File: config.mk
export PLATFORM = sky130hd
export DESIGN_NAME = regfile_wb_arb_flat
export DESIGN_NICKNAME = d
export VERILOG_FILES = /design/src/rtl/regfile_wb_arb_if.sv /design/src/rtl/regfile_wb_arb.sv /design/src/flat_wrapper.sv
export SDC_FILE = /design/constraint.sdc
export NUM_CORES = 1
export LEC_CHECK = 0
export BUFFER_PORTS_ARGS = -buffer_cell sky130_fd_sc_hd__buf_2
export CAP_MARGIN = 30
export CORE_AREA = 2 2 83 117
export CTS_CLUSTER_SIZE = 24
export DETAILED_ROUTE_END_ITERATION = 10
export DIE_AREA = 0 0 85 119
export PLACE_DENSITY = 0.79
export SLEW_MARGIN = 10
export SYNTH_ARGS = -nofsm -noshare
export SYNTH_HDL_FRONTEND = slang
export SYNTH_SLANG_ARGS = --single-unit
File: constraint.sdc
create_clock -name clk_core -period 4.5 [get_ports clk_core]
set_input_delay 0 -clock clk_core [delete_from_list [all_inputs] [get_ports clk_core]]
set_output_delay 0 -clock clk_core [all_outputs]
set_load 0.05 [all_outputs]
File: src/rtl/regfile_wb_arb_if.sv
// Write-port arbiter bus: pipeline retire request, long-latency result push, flush and RF port.
// Optional WBARB_PERF_EN adds the two performance counter outputs.
interface regfile_wb_arb_if;
    logic        pipe_valid;
    logic [4:0]  pipe_reg;
    logic [31:0] pipe_data;
    logic        pipe_stall;
    logic        ll_valid;
    logic        ll_ready;
    logic [4:0]  ll_reg;
    logic [31:0] ll_data;
    logic        flush;
    logic        rf_we;
    logic [4:0]  rf_waddr;
    logic [31:0] rf_wdata;
    logic        ll_pending;
`ifdef WBARB_PERF_EN
    logic [31:0] perf_stall_cnt;
    logic [31:0] perf_ll_wr_cnt;
`endif

    modport master (
        output pipe_valid, pipe_reg, pipe_data, ll_valid, ll_reg, ll_data, flush,
        input  pipe_stall, ll_ready, rf_we, rf_waddr, rf_wdata, ll_pending
`ifdef WBARB_PERF_EN
        , input perf_stall_cnt, perf_ll_wr_cnt
`endif
    );

    modport slave (
        input  pipe_valid, pipe_reg, pipe_data, ll_valid, ll_reg, ll_data, flush,
        output pipe_stall, ll_ready, rf_we, rf_waddr, rf_wdata, ll_pending
`ifdef WBARB_PERF_EN
        , output perf_stall_cnt, perf_ll_wr_cnt
`endif
    );
endinterface

File: src/rtl/regfile_wb_arb.sv
// Register-file write-port arbiter: pipeline has priority, long-latency results queue in a FIFO
// with a starvation bound. WBARB_PERF_EN adds stall / long-latency write counters.
module regfile_wb_arb #(
    parameter int unsigned DEPTH      = 2,
    parameter int unsigned STARVE_MAX = 4
) (
    input logic             clk_core,
    input logic             reset,
    regfile_wb_arb_if.slave bus
);
    localparam int unsigned PtrW = (DEPTH > 1) ? $clog2(DEPTH) : 1;
    localparam int unsigned CntW = $clog2(DEPTH + 1);

    logic [4:0]      mem_reg  [DEPTH];
    logic [31:0]     mem_data [DEPTH];
    logic [PtrW-1:0] wptr_q, wptr_d, rptr_q, rptr_d;
    logic [CntW-1:0] count_q, count_d;
    logic [3:0]      starve_q, starve_d;
    logic            rf_we_q, rf_we_d;
    logic [4:0]      rf_waddr_q, rf_waddr_d;
    logic [31:0]     rf_wdata_q, rf_wdata_d;
    logic            fifo_empty, fifo_full, ll_ready, push;
    logic            grant_pipe, grant_fifo, stall;
    logic [4:0]      head_reg;
    logic [31:0]     head_data;

    assign fifo_empty = (count_q == '0);
    assign fifo_full  = (count_q == CntW'(DEPTH));
    assign ll_ready   = ~reset & ~fifo_full;
    assign push       = bus.ll_valid & ll_ready & ~bus.flush;
    assign head_reg   = mem_reg[rptr_q];
    assign head_data  = mem_data[rptr_q];

    // Grant is decided on registered FIFO state only; a fresh push never bypasses the FIFO.
    always_comb begin
        grant_pipe = 1'b0;
        grant_fifo = 1'b0;
        stall      = 1'b0;
        if (!bus.flush) begin
            if (fifo_empty) begin
                grant_pipe = bus.pipe_valid;
            end else if (!bus.pipe_valid || starve_q == 4'(STARVE_MAX)) begin
                grant_fifo = 1'b1;
                stall      = bus.pipe_valid;
            end else begin
                grant_pipe = 1'b1;
            end
        end
    end

    always_comb begin
        wptr_d     = wptr_q;
        rptr_d     = rptr_q;
        count_d    = count_q;
        starve_d   = starve_q;
        rf_we_d    = 1'b0;
        rf_waddr_d = rf_waddr_q;
        rf_wdata_d = rf_wdata_q;
        if (bus.flush) begin
            wptr_d   = '0;
            rptr_d   = '0;
            count_d  = '0;
            starve_d = '0;
        end else begin
            if (push) wptr_d = wptr_q + 1'b1;
            if (grant_fifo) rptr_d = rptr_q + 1'b1;
            count_d = count_q + CntW'(push) - CntW'(grant_fifo);
            if (fifo_empty || grant_fifo) begin
                starve_d = '0;
            end else if (grant_pipe) begin
                starve_d = starve_q + 4'd1;
            end
            // x0 destinations are consumed without a write; address/data keep last real write
            if (grant_pipe && bus.pipe_reg != '0) begin
                rf_we_d    = 1'b1;
                rf_waddr_d = bus.pipe_reg;
                rf_wdata_d = bus.pipe_data;
            end
            if (grant_fifo && head_reg != '0) begin
                rf_we_d    = 1'b1;
                rf_waddr_d = head_reg;
                rf_wdata_d = head_data;
            end
        end
    end

    always_ff @(posedge clk_core or posedge reset) begin
        if (reset) begin
            wptr_q     <= '0;
            rptr_q     <= '0;
            count_q    <= '0;
            starve_q   <= '0;
            rf_we_q    <= 1'b0;
            rf_waddr_q <= '0;
            rf_wdata_q <= '0;
        end else begin
            wptr_q     <= wptr_d;
            rptr_q     <= rptr_d;
            count_q    <= count_d;
            starve_q   <= starve_d;
            rf_we_q    <= rf_we_d;
            rf_waddr_q <= rf_waddr_d;
            rf_wdata_q <= rf_wdata_d;
        end
    end

    always_ff @(posedge clk_core) begin
        if (push) begin
            mem_reg[wptr_q]  <= bus.ll_reg;
            mem_data[wptr_q] <= bus.ll_data;
        end
    end

    assign bus.pipe_stall = stall & ~reset;
    assign bus.ll_ready   = ll_ready;
    assign bus.ll_pending = ~fifo_empty;
    assign bus.rf_we      = rf_we_q;
    assign bus.rf_waddr   = rf_waddr_q;
    assign bus.rf_wdata   = rf_wdata_q;

`ifdef WBARB_PERF_EN
    logic [31:0] perf_stall_q, perf_ll_wr_q;

    always_ff @(posedge clk_core or posedge reset) begin
        if (reset) begin
            perf_stall_q <= '0;
            perf_ll_wr_q <= '0;
        end else begin
            if (stall) perf_stall_q <= perf_stall_q + 32'd1;
            if (grant_fifo && head_reg != '0) perf_ll_wr_q <= perf_ll_wr_q + 32'd1;
        end
    end

    assign bus.perf_stall_cnt = perf_stall_q;
    assign bus.perf_ll_wr_cnt = perf_ll_wr_q;
`endif
endmodule
File: src/flat_wrapper.sv
// flat-port wrapper written by rule: the top's interface ports become plain ports
module regfile_wb_arb_flat 
#(
    parameter int unsigned DEPTH      = 2,
    parameter int unsigned STARVE_MAX = 4
)
  (clk_core, reset, bus_pipe_valid, bus_pipe_reg, bus_pipe_data, bus_ll_valid, bus_ll_reg, bus_ll_data, bus_flush, bus_pipe_stall, bus_ll_ready, bus_rf_we, bus_rf_waddr, bus_rf_wdata, bus_ll_pending);
  regfile_wb_arb_if bus_i ();
  input logic clk_core;
  input logic reset;
  input wire logic [$bits(bus_i.pipe_valid)-1:0] bus_pipe_valid;
  input wire logic [$bits(bus_i.pipe_reg)-1:0] bus_pipe_reg;
  input wire logic [$bits(bus_i.pipe_data)-1:0] bus_pipe_data;
  input wire logic [$bits(bus_i.ll_valid)-1:0] bus_ll_valid;
  input wire logic [$bits(bus_i.ll_reg)-1:0] bus_ll_reg;
  input wire logic [$bits(bus_i.ll_data)-1:0] bus_ll_data;
  input wire logic [$bits(bus_i.flush)-1:0] bus_flush;
  output wire logic [$bits(bus_i.pipe_stall)-1:0] bus_pipe_stall;
  output wire logic [$bits(bus_i.ll_ready)-1:0] bus_ll_ready;
  output wire logic [$bits(bus_i.rf_we)-1:0] bus_rf_we;
  output wire logic [$bits(bus_i.rf_waddr)-1:0] bus_rf_waddr;
  output wire logic [$bits(bus_i.rf_wdata)-1:0] bus_rf_wdata;
  output wire logic [$bits(bus_i.ll_pending)-1:0] bus_ll_pending;
  assign bus_i.pipe_valid = bus_pipe_valid;
  assign bus_i.pipe_reg = bus_pipe_reg;
  assign bus_i.pipe_data = bus_pipe_data;
  assign bus_i.ll_valid = bus_ll_valid;
  assign bus_i.ll_reg = bus_ll_reg;
  assign bus_i.ll_data = bus_ll_data;
  assign bus_i.flush = bus_flush;
  assign bus_pipe_stall = bus_i.pipe_stall;
  assign bus_ll_ready = bus_i.ll_ready;
  assign bus_rf_we = bus_i.rf_we;
  assign bus_rf_waddr = bus_i.rf_waddr;
  assign bus_rf_wdata = bus_i.rf_wdata;
  assign bus_ll_pending = bus_i.ll_pending;
  regfile_wb_arb #(.DEPTH(DEPTH), .STARVE_MAX(STARVE_MAX)) u_core (.clk_core(clk_core), .reset(reset), .bus(bus_i));
endmodule
==> key figures <==
Outcome
  – Outcome: finished, final reports clean

Floorplanning
  – Row count: 42
  – Die Width: 85 microns
  – Height of the die: 119 microns
  – IO Count: 120
  – Die ar.: 0.0101 sq mm
  – Starting Density: 0.550
  – CORE AREA: 0.00920 sq mm

Critical path
  – Reg-to-Reg End: u_core.bus.rf_waddr[3]
  – Crit path arrival time: 3010 ps
  – Critical path class: flip-flop to flip-flop
  – Crit path required time: 4740 ps
  – Worst Setup SP: u_core.starve_q[0]
  – Kind of start point of the critical path: flip-flop
  – Worst setup path endpoint: u_core.bus.rf_waddr[3]
  – Reg2reg setup slack: 1730 ps
  – RR Startpoint: u_core.starve_q[0]
  – Crit-path max FO: 38
  – Worst Setup End Kind: flip-flop
  – Reg2Reg Depth: 6

Placed design
  – DP HPWL: 7.60 mm
  – Input/output buffers: 119
  – Pre-CTS setup slack: 1790 ps
  – Placer Congestion: 0.745

Synth
  – Share of the synthesized area in the top cell type: 0.440
  – Syn Nets: 436
  – Ys async rst share: 0.383
  – Yosys reg bits: 120
  – Yosys warns: 0
  – Sequential area share after synthesis: 0.667
  – Netlist Area Pre-Place: 0.00505 sq mm
  – Largest cells by area after synthesis: edfxtp_1, dfrtp_1, mux2i_1, a22oi_1, a32oi_1
  – Syn Area/Cell: 14.3 sq um
  – Top cells by count, synth: edfxtp_1, dfrtp_1, a22oi_1, mux2i_1, o21ai_0
  – Library cells used by synthesis: 33
  – Post-synth EDFFs: 74
  – Top-count cell post-synth: edfxtp_1
  – Gate Count Post-Synth: 353
  – Synth Flop Type: edfxtp_1
  – Dominant cell type by area after synthesis: edfxtp_1

Timing
  – Final period util: 0.615
  – Pins Over Slew Limit: 0
  – Worst-margin pin slew: 803 ps
  – Setup TNS: 0 ps
  – RSZ-0062 raised after global routing: false
  – Final hold violations: 0
  – Setup violators final: 0
  – Setup slack after layout: 1730 ps
  – Slew HR: 0.463
  – Fin Clk Skew: 9.01 ps
  – Fmax: 361 MHz
  – Tmin final: 2770 ps

Clock tree
  – CTS Buf Count: 17
  – Deepest clock path buffer count: 2
  – CTS Sinks: 120
  – Number of setup buffers added after CTS: 0
  – Clock Latency Late Sink: 410 ps
  – Clock transition at path regs: 50 ps
  – Clk root buf: clkbuf_16
  – H-tree lvl count: 4
  – CTS tree: yes

Drt
  – Remaining antenna violation count after routing: 0
  – Via/cell ratio: 6.05
  – Avg WL per Cell: 20.7 microns
  – Vias: 3,985
  – First-pass DRT Iterations: 5
  – Iter 0 DRT Violations: 386
  – Residual DRC: 0
  – WL final: 13.6 mm

Final layout
  – Layout net count: 619
  – Fillers: 513
  – Ratio of cells with drive above 1 in the final layout: 0.311
  – Max FFs per register: 64
  – ANT cells: 0
  – Area Overhead vs Synth: 38.9%

Power and ir drop
  – VDD IR-drop max: 0.000365 V
  – Cell internal pwr: 2.36 mW
  – Leakage: 2.78 nW
  – Switching Share: 0.304
  – Logic pwr share: 0.218
  – Sequential power share: 0.398
  – Clock group share of total power: 0.384
  – Switch Pwr: 1.03 mW
  – Pwr dens: 482 mW/mm^2

Global route
  – Largest net degree at the start of global routing: 47
  – First-pass GRT wire length: 21.2 mm
  – Vias in the first global route: 4,106
  – GRT Total Usage: 0.279
  – GR Overflow Total: 0
  – Initial antenna violation count: 0

Worst hold path
  – HP Class: input port to flip-flop
  – Worst Min Path Start: bus_pipe_data[7]

Flow run
  – Max-cap viol count: 0
[timing repair]
action	in CTS	in global routing
resized for setup	0	0
hold endpoints to repair	151	0
hold buffers	65	0
[metrics by stage]
stage	cells	hold slack (ps)	utilization	power [mW]	instance area, sq um
finish	659	10.1	0.763	3.38	7020
global route	659	8.10	0.763	3.49	7020
CTS	657	0.101	0.759	3.37	6980
detailed placement	560	191	0.626	2.04	5760
global placement	557	187	0.618	2.02	5680
floorplan	353	65.6	-	1.84	5050
[kinds of logic after synthesis]
kind of cell / share of synthesized area
compound gates: 0.166
xor+xnor: 0.0104
fa+ha+maj: 0.00990
buf+inv: 0.0381
flops: 0.667
mux: 0.0713
simple gates: 0.0364
[critical path, cell delays in order, from the launching register on]
cell and delay [ps]:
dfrtp_1 410, inv_1 70, ha_1 210, nand3b_4 140, a211oi_4 740, and2_2 810, a22oi_1 200
[power by group through the flow]
stage | logic (mW) | clock network, mW | registers, mW
6_report | 0.737 | 1.30 | 1.35
5_1_grt | 0.777 | 1.36 | 1.36
4_1_cts | 0.724 | 1.30 | 1.35
3_5_place_dp | 0.676 | 0 | 1.36
3_3_place_gp | 0.655 | 0 | 1.36
2_1_floorplan | 0.219 | 0 | 1.63
[final cells by class]
class	instances	area, sq um	area share
timing repair buffer	194	1400	0.199
multi-input combinational	194	1500	0.214
sequential	120	3370	0.481
clock buffer	21	470	0.0670
inverter	9	33.8	0.00481
tap	110	138	0.0196
clock inverter	11	103	0.0146
[worst min-delay path by stage]
| stage | end | slack [ps] | cells after the start |
|---|---|---|---|
| global route | u_core.bus.rf_wdata[7] | 8 | 3 |
| finish | u_core.bus.rf_wdata[7] | 10 | 3 |
| global placement | u_core.mem_data[1][18] | 190 | 1 |
| CTS | u_core.bus.rf_wdata[11] | 0.1 | 3 |
| detailed placement | u_core.mem_data[0][22] | 190 | 1 |
| floorplan | u_core.count_q[0] | 70 | 1 |
[metal layers]
metal | GRT usage | part of all wire | up-vias
met5 | 0 | 0 | -
met4 | 0.135 | 0.031 | 0
met3 | 0.0686 | 0.074 | 38
met2 | 0.471 | 0.54 | 223
met1 | 0.331 | 0.36 | 1958
li1 | - | - | 1766
[cells in the final DEF (no fill, tap or decap), types with 7 or more instances in the layout]
cell / netlist / routed
mux2i_1: 36 / 36
clkbuf_16: 0 / 17
edfxtp_1: 74 / 74
o21ai_0: 36 / 36
dlygate4sd3_1: 0 / 65
buf_2: 12 / 119
a22oi_1: 41 / 40
nor2_1: 11 / 11
clkinv_2: 0 / 7
a32oi_1: 33 / 33
dfrtp_1: 46 / 45
inv_1: 9 / 8
Note: power is estimated with default switching activity, not from simulation.
